===== config.mk =====
export PLATFORM = sky130hd
export DESIGN_NAME = analog_switch_ctrl
export DESIGN_NICKNAME = d
export VERILOG_FILES = /design/src/rtl/analog_ctrl_pkg.sv /design/src/rtl/switch_seq.sv /design/src/rtl/analog_switch_ctrl.sv
export SDC_FILE = /design/constraint.sdc
export NUM_CORES = 1
export LEC_CHECK = 0
export ABC_AREA = 1
export BUFFER_PORTS_ARGS = -buffer_cell sky130_fd_sc_hd__buf_4
export CAP_MARGIN = 10
export CORE_MARGIN = 2
export CORE_UTILIZATION = 56
export CTS_CLUSTER_DIAMETER = 120
export DETAILED_ROUTE_END_ITERATION = 8
export PLACE_DENSITY_LB_ADDON = 0.25
export REMOVE_ABC_BUFFERS = 1
export SYNTH_ARGS = -nofsm -noshare
export SYNTH_HDL_FRONTEND = slang
export SYNTH_SLANG_ARGS = --single-unit

===== constraint.sdc =====
create_clock -name wb_clk_i -period 2.4 [get_ports wb_clk_i]
set_clock_uncertainty 0.2 [all_clocks]
set_input_delay 0.36 -clock wb_clk_i [delete_from_list [all_inputs] [get_ports wb_clk_i]]
set_output_delay 0.36 -clock wb_clk_i [all_outputs]
set_load 0.01 [all_outputs]

===== src/rtl/analog_ctrl_pkg.sv =====
// Shared definitions for the analog switch controller: sequencer states and
// register map constants.
package analog_ctrl_pkg;

  typedef enum logic [1:0] {
    StIdle  = 2'd0,
    StBreak = 2'd1,
    StMake  = 2'd2
  } sw_state_e;

  localparam int unsigned STATUS_OFS = 15;
  localparam int unsigned ENABLE_BIT = 8;

endpackage


===== src/rtl/switch_seq.sv =====
// One analog switch channel: break-before-make sequencer with dead-time counter.
// Outputs are registered so a slice never shows more than one enable.
module switch_seq
  import analog_ctrl_pkg::*;
#(
  parameter int unsigned SEL_W    = 2,
  parameter int unsigned DEAD_CYC = 8
) (
  input  logic                    clk_i,
  input  logic                    rst_ni,
  input  logic                    wr_i,
  input  logic                    en_i,
  input  logic [SEL_W-1:0]        target_i,
  output logic [(1<<SEL_W)-1:0]   sw_en_o,
  output logic                    busy_o
);

  localparam int unsigned NSW      = 1 << SEL_W;
  localparam logic [7:0]  CNT_LOAD = 8'(DEAD_CYC - 1);

  sw_state_e        state_q;
  logic [7:0]       cnt_q;
  logic [SEL_W-1:0] cur_q;
  logic             act_q;
  logic [NSW-1:0]   sw_q;
  logic             busy_q;

  function automatic logic [NSW-1:0] onehot(input logic [SEL_W-1:0] s);
    logic [NSW-1:0] v;
    v    = '0;
    v[s] = 1'b1;
    return v;
  endfunction

  always_ff @(posedge clk_i or negedge rst_ni) begin
    if (!rst_ni) begin
      state_q <= StIdle;
      cnt_q   <= '0;
      cur_q   <= '0;
      act_q   <= 1'b0;
      sw_q    <= '0;
      busy_q  <= 1'b0;
    end else begin
      case (state_q)
        StIdle: begin
          if (wr_i) begin
            if (!en_i) begin
              sw_q  <= '0;
              act_q <= 1'b0;
            end else if (!act_q || (target_i != cur_q)) begin
              state_q <= StBreak;
              cnt_q   <= CNT_LOAD;
              sw_q    <= '0;
              busy_q  <= 1'b1;
              act_q   <= 1'b1;
            end
          end
        end
        StBreak: begin
          if (wr_i && !en_i) begin
            state_q <= StIdle;
            cnt_q   <= '0;
            sw_q    <= '0;
            busy_q  <= 1'b0;
            act_q   <= 1'b0;
          end else if (cnt_q == 8'd0) begin
            // Latest target is sampled here, so writes during BREAK are honoured.
            state_q <= StMake;
            sw_q    <= onehot(target_i);
            cur_q   <= target_i;
          end else begin
            cnt_q <= cnt_q - 8'd1;
          end
        end
        StMake: begin
          if (wr_i && !en_i) begin
            state_q <= StIdle;
            sw_q    <= '0;
            busy_q  <= 1'b0;
            act_q   <= 1'b0;
          end else if (wr_i && (target_i != cur_q)) begin
            state_q <= StBreak;
            cnt_q   <= CNT_LOAD;
            sw_q    <= '0;
          end else begin
            state_q <= StIdle;
            busy_q  <= 1'b0;
          end
        end
        default: begin
          state_q <= StIdle;
          sw_q    <= '0;
          busy_q  <= 1'b0;
        end
      endcase
    end
  end

  assign sw_en_o = sw_q;
  assign busy_o  = busy_q;

endmodule


===== src/rtl/analog_switch_ctrl.sv =====
// Wishbone-controlled bank of break-before-make analog switch channels.
// CFG registers at word offsets 0..NUM_CH-1, STATUS (busy) at offset 15.
module analog_switch_ctrl
  import analog_ctrl_pkg::*;
#(
  parameter int unsigned NUM_CH   = 4,
  parameter int unsigned SEL_W    = 2,
  parameter int unsigned DEAD_CYC = 8
) (
  input  logic                           wb_clk_i,
  input  logic                           wb_rst_ni,
  input  logic                           wbs_cyc_i,
  input  logic                           wbs_stb_i,
  input  logic                           wbs_we_i,
  input  logic [3:0]                     wbs_sel_i,
  input  logic [31:0]                    wbs_adr_i,
  input  logic [31:0]                    wbs_dat_i,
  output logic [31:0]                    wbs_dat_o,
  output logic                           wbs_ack_o,
  output logic [NUM_CH*(1<<SEL_W)-1:0]   sw_en_o,
  output logic [NUM_CH-1:0]              busy_o
);

  localparam int unsigned NSW = 1 << SEL_W;

  logic             ack_q, ack_d;
  logic [31:0]      dat_q, rdata;
  logic [SEL_W-1:0] sel_q [NUM_CH];
  logic [NUM_CH-1:0] en_q, wr_q, busy;
  logic [3:0]       ofs;
  logic             unused_bits;

  assign ofs         = wbs_adr_i[5:2];
  assign unused_bits = ^{wbs_adr_i[31:6], wbs_adr_i[1:0], wbs_sel_i[3:2], wbs_dat_i};

  // Ack is suppressed right after an ack so a held strobe gets 0,1,0,1,...
  assign ack_d = wbs_cyc_i & wbs_stb_i & ~ack_q;

  always_comb begin
    rdata = '0;
    if (ofs == 4'(STATUS_OFS)) begin
      rdata[NUM_CH-1:0] = busy;
    end else begin
      for (int n = 0; n < NUM_CH; n++) begin
        if (ofs == 4'(n)) begin
          rdata[SEL_W-1:0]  = sel_q[n];
          rdata[ENABLE_BIT] = en_q[n];
        end
      end
    end
  end

  always_ff @(posedge wb_clk_i or negedge wb_rst_ni) begin
    if (!wb_rst_ni) begin
      ack_q <= 1'b0;
      dat_q <= '0;
      en_q  <= '0;
      wr_q  <= '0;
      for (int n = 0; n < NUM_CH; n++) sel_q[n] <= '0;
    end else begin
      ack_q <= ack_d;
      dat_q <= (ack_d && !wbs_we_i) ? rdata : 32'd0;
      wr_q  <= '0;
      for (int n = 0; n < NUM_CH; n++) begin
        if (ack_d && wbs_we_i && (ofs == 4'(n))) begin
          wr_q[n] <= 1'b1;
          if (wbs_sel_i[0]) sel_q[n] <= wbs_dat_i[SEL_W-1:0];
          if (wbs_sel_i[1]) en_q[n]  <= wbs_dat_i[ENABLE_BIT];
        end
      end
    end
  end

  for (genvar g = 0; g < NUM_CH; g++) begin : g_ch
    switch_seq #(
      .SEL_W    (SEL_W),
      .DEAD_CYC (DEAD_CYC)
    ) u_seq (
      .clk_i    (wb_clk_i),
      .rst_ni   (wb_rst_ni),
      .wr_i     (wr_q[g]),
      .en_i     (en_q[g]),
      .target_i (sel_q[g]),
      .sw_en_o  (sw_en_o[g*NSW +: NSW]),
      .busy_o   (busy[g])
    );
  end

  assign busy_o    = busy;
  assign wbs_ack_o = ack_q;
  assign wbs_dat_o = dat_q;

endmodule


==> run metrics <==
crit share post-route=0.813; Slew @ Worst Pin=0.492 ns; # resized after CTS=0; starting density of the core=0.577; Worst R2R Setup Slack=0.45 ns; grt ovf=0; multi-input logic area=3370 um2; Arrival @ worst endpoint=1.98 ns; prevailing post-synth register cell=dfrtp_1; Rows=38; Skew-Pair Late Insertion Delay=0.35 ns; first-pass GRT wire length=21000 um; Root Driver=clkbuf_16; startpoint types=flop; CP Capture Type=flop; Max clock buf depth=2; Routed WL=12400 um; flops & latches, synth=94; ys async rst share=1.00; Crit path depth=8; CP Buf/Inv Count=2; max-slew violations=0; commonest cells after routing, fill and taps aside=nand2_1 (256), dfrtp_1 (94), inv_1 (82), nand3_1 (66), nor2_1 (57); TritonCTS clock tree=yes; Num CTS Buffers=9; PD cells=1230 nW/um2; status=finished clean; Area Growth Syn to Fin=10.7%; sequential fraction of the synthesis area=0.373; Die ar.=12100 um2; Clock Power Share=0.171; critical setup path kind=flop to flop; Cell variety after synth=38; setup TNS after final layout=0 ns; CTS sink count=94; CP max stage cell=dfrtp_1; r2r startpoint=g_ch[0].u_seq.state_q[1]$_DFFE_PN0P_; # IOs=126; post-DP HPWL=9200 um; cell-internal power=0.00458 W; layout cell share with drive strength beyond 1=0.185; CP Max Fanout=6; sequential share of power=0.294; switching pwr=0.00399 W; number of max-cap violations=0; most frequent CP cell=inv_1; Die Y=110 um; Total GRT Usage=0.218; fill count=974; Post-synth EDFFs=0; DR DRC count=0; Required @ worst endpoint=2.43 ns; clock-pin slew on the worst setup and hold paths=0.07 ns; worst r2r dst=g_ch[0].u_seq.sw_en_o[3]$_DFFE_PN0P_; fmax=513 MHz; Worst Setup EP=g_ch[0].u_seq.sw_en_o[3]$_DFFE_PN0P_; Routed WL per cell=11.9 um; max_slew headroom=0.669; max incr delay on CP=0.39 ns; Core Region=10900 um2; CP top delay family=flip-flops; antenna violations before repair=0; commonest non-fill, non-tap cell in the layout=nand2_1; LEAKAGE=3.59 nW; synthesized area=6300 um2; Die Width=110 um; worst path cell trace=inv_1, ha_1, inv_1, nor2_8, o21ai_2, nand3_1, o21ai_0, nand2_1; Min Hold Slack=0.0514 ns; hold_sp=wbs_sel_i[1]; worst vdd ir=0.691 mV; cells after synthesis=849; Placer Congestion=0.825; Buffers on Ports=39; min Tclk post-route=1.95 ns; vias per std cell=4.98; Fin. Hold Viols=0; combinational share of power=0.535; # diodes=0; buffer count from post-CTS setup fixing=0; largest net degree at the start of global routing=52; R2R cell count=8; Sw Share=0.466; setup repair after global routing missed its margin=false; Mapped Avg Cell Area=7.43 um2; Hold Path Class=primary input to flop; register area=2350 um2; Syn. warnings=0; worst setup path startpoint=g_ch[0].u_seq.state_q[1]$_DFFE_PN0P_; Final setup viols=0; via count=5192; antenna-violating nets left=0; DR pass1 iterations=4; H-tree levels=3; vias in the first global route=4678; final net count=997; Initial DRC Count=299
## worst min path at each step
stage | to | cells after the start | slack, ns
after floorplan | en_q[0]$_DFFE_PN0P_ | 0 | -0.14
after global placement | g_ch[2].u_seq.cnt_q[4]$_DFFE_PN0P_ | 1 | 0.09
after detailed placement | g_ch[2].u_seq.cnt_q[4]$_DFFE_PN0P_ | 1 | 0.09
after CTS | en_q[1]$_DFFE_PN0P_ | 2 | 0.05
after global routing | en_q[2]$_DFFE_PN0P_ | 2 | 0.06
final | en_q[1]$_DFFE_PN0P_ | 2 | 0.05
## cell usage after synthesis (13+ instances only)
master,instances,area (um2)
nand2_4,15,169
nor3_1,17,85.1
nand2_2,24,150
o21ai_0,43,215
buf_4,31,233
a21oi_1,13,65.1
nand2_1,256,961
dfrtp_1,94,2350
inv_1,82,308
nand3_1,66,330
nor2_4,17,191
o21ai_1,15,75.1
nand4_1,15,93.8
ha_1,27,338
inv_2,31,116
nor2_1,57,214
## routing by layer
metal / GRT usage / wire length, um
met4: 0.0723 / 136
met2: 0.365 / 5820
met3: 0.0382 / 449
met1: 0.288 / 5990
met5: 0 / 0
## cell families (layout without fill, tap and decap cells)
kind of cell	after synthesis	after routing	synth area share
simple gates	490	490	0.385
buf+inv	147	174	0.108
flops	94	94	0.373
compound gates	83	83	0.0705
fa+ha+maj	27	27	0.0536
xor+xnor	7	7	0.00972
other cells	1	27	0.000595
## power by group through the flow
stage	Clock (W)	Sequential (W)	Combinational (W)
after floorplan	0	0.00247	0.00367
after global placement	0	0.00253	0.00449
after detailed placement	0	0.00254	0.00457
after CTS	0.00149	0.00252	0.00460
after global routing	0.00155	0.00260	0.00521
final	0.00146	0.00252	0.00458
## through the flow
| step | setup WS [ns] | instance area, um2 | utilization | power [W] | cells |
|---|---|---|---|---|---|
| floorplan | 0.714 | 6170 | - | 0.00614 | 844 |
| global placement | 0.493 | 6670 | 0.609 | 0.00703 | 1025 |
| detailed placement | 0.459 | 6670 | 0.609 | 0.00711 | 1025 |
| CTS | 0.441 | 6980 | 0.638 | 0.00861 | 1042 |
| global route | 0.333 | 6980 | 0.638 | 0.00936 | 1042 |
| finish | 0.449 | 6980 | 0.638 | 0.00857 | 1042 |
## final cells by class
class,instances,area share
Clock buffer,13,0.0373
Clock inverter,3,0.00610
Inverter,116,0.0638
Multi-Input combinational cell,634,0.483
Sequential cell,94,0.337
Tap cell,140,0.0251
Timing Repair Buffer,42,0.0473
## registers in the layout, indices dropped and copies added (netlist names)
name / cells
g_ch.u_seq.cnt_q: 32
g_ch.u_seq.sw_en_o: 16
g_ch.u_seq.cur_q: 8
g_ch.u_seq.state_q: 8
sel_q: 8
wbs_dat_o: 5
en_q: 4
g_ch.u_seq.act_q: 4
g_ch.u_seq.busy_o: 4
wr_q: 4
wbs_ack_o: 1
## timing repair
| action | in CTS | in global routing |
|---|---|---|
| hold endpoints to repair | 23 | 0 |
| endpoints found under the setup margin | 0 | 0 |
| hold buffers | 1 | 0 |
(Power assumes the default switching activity.)
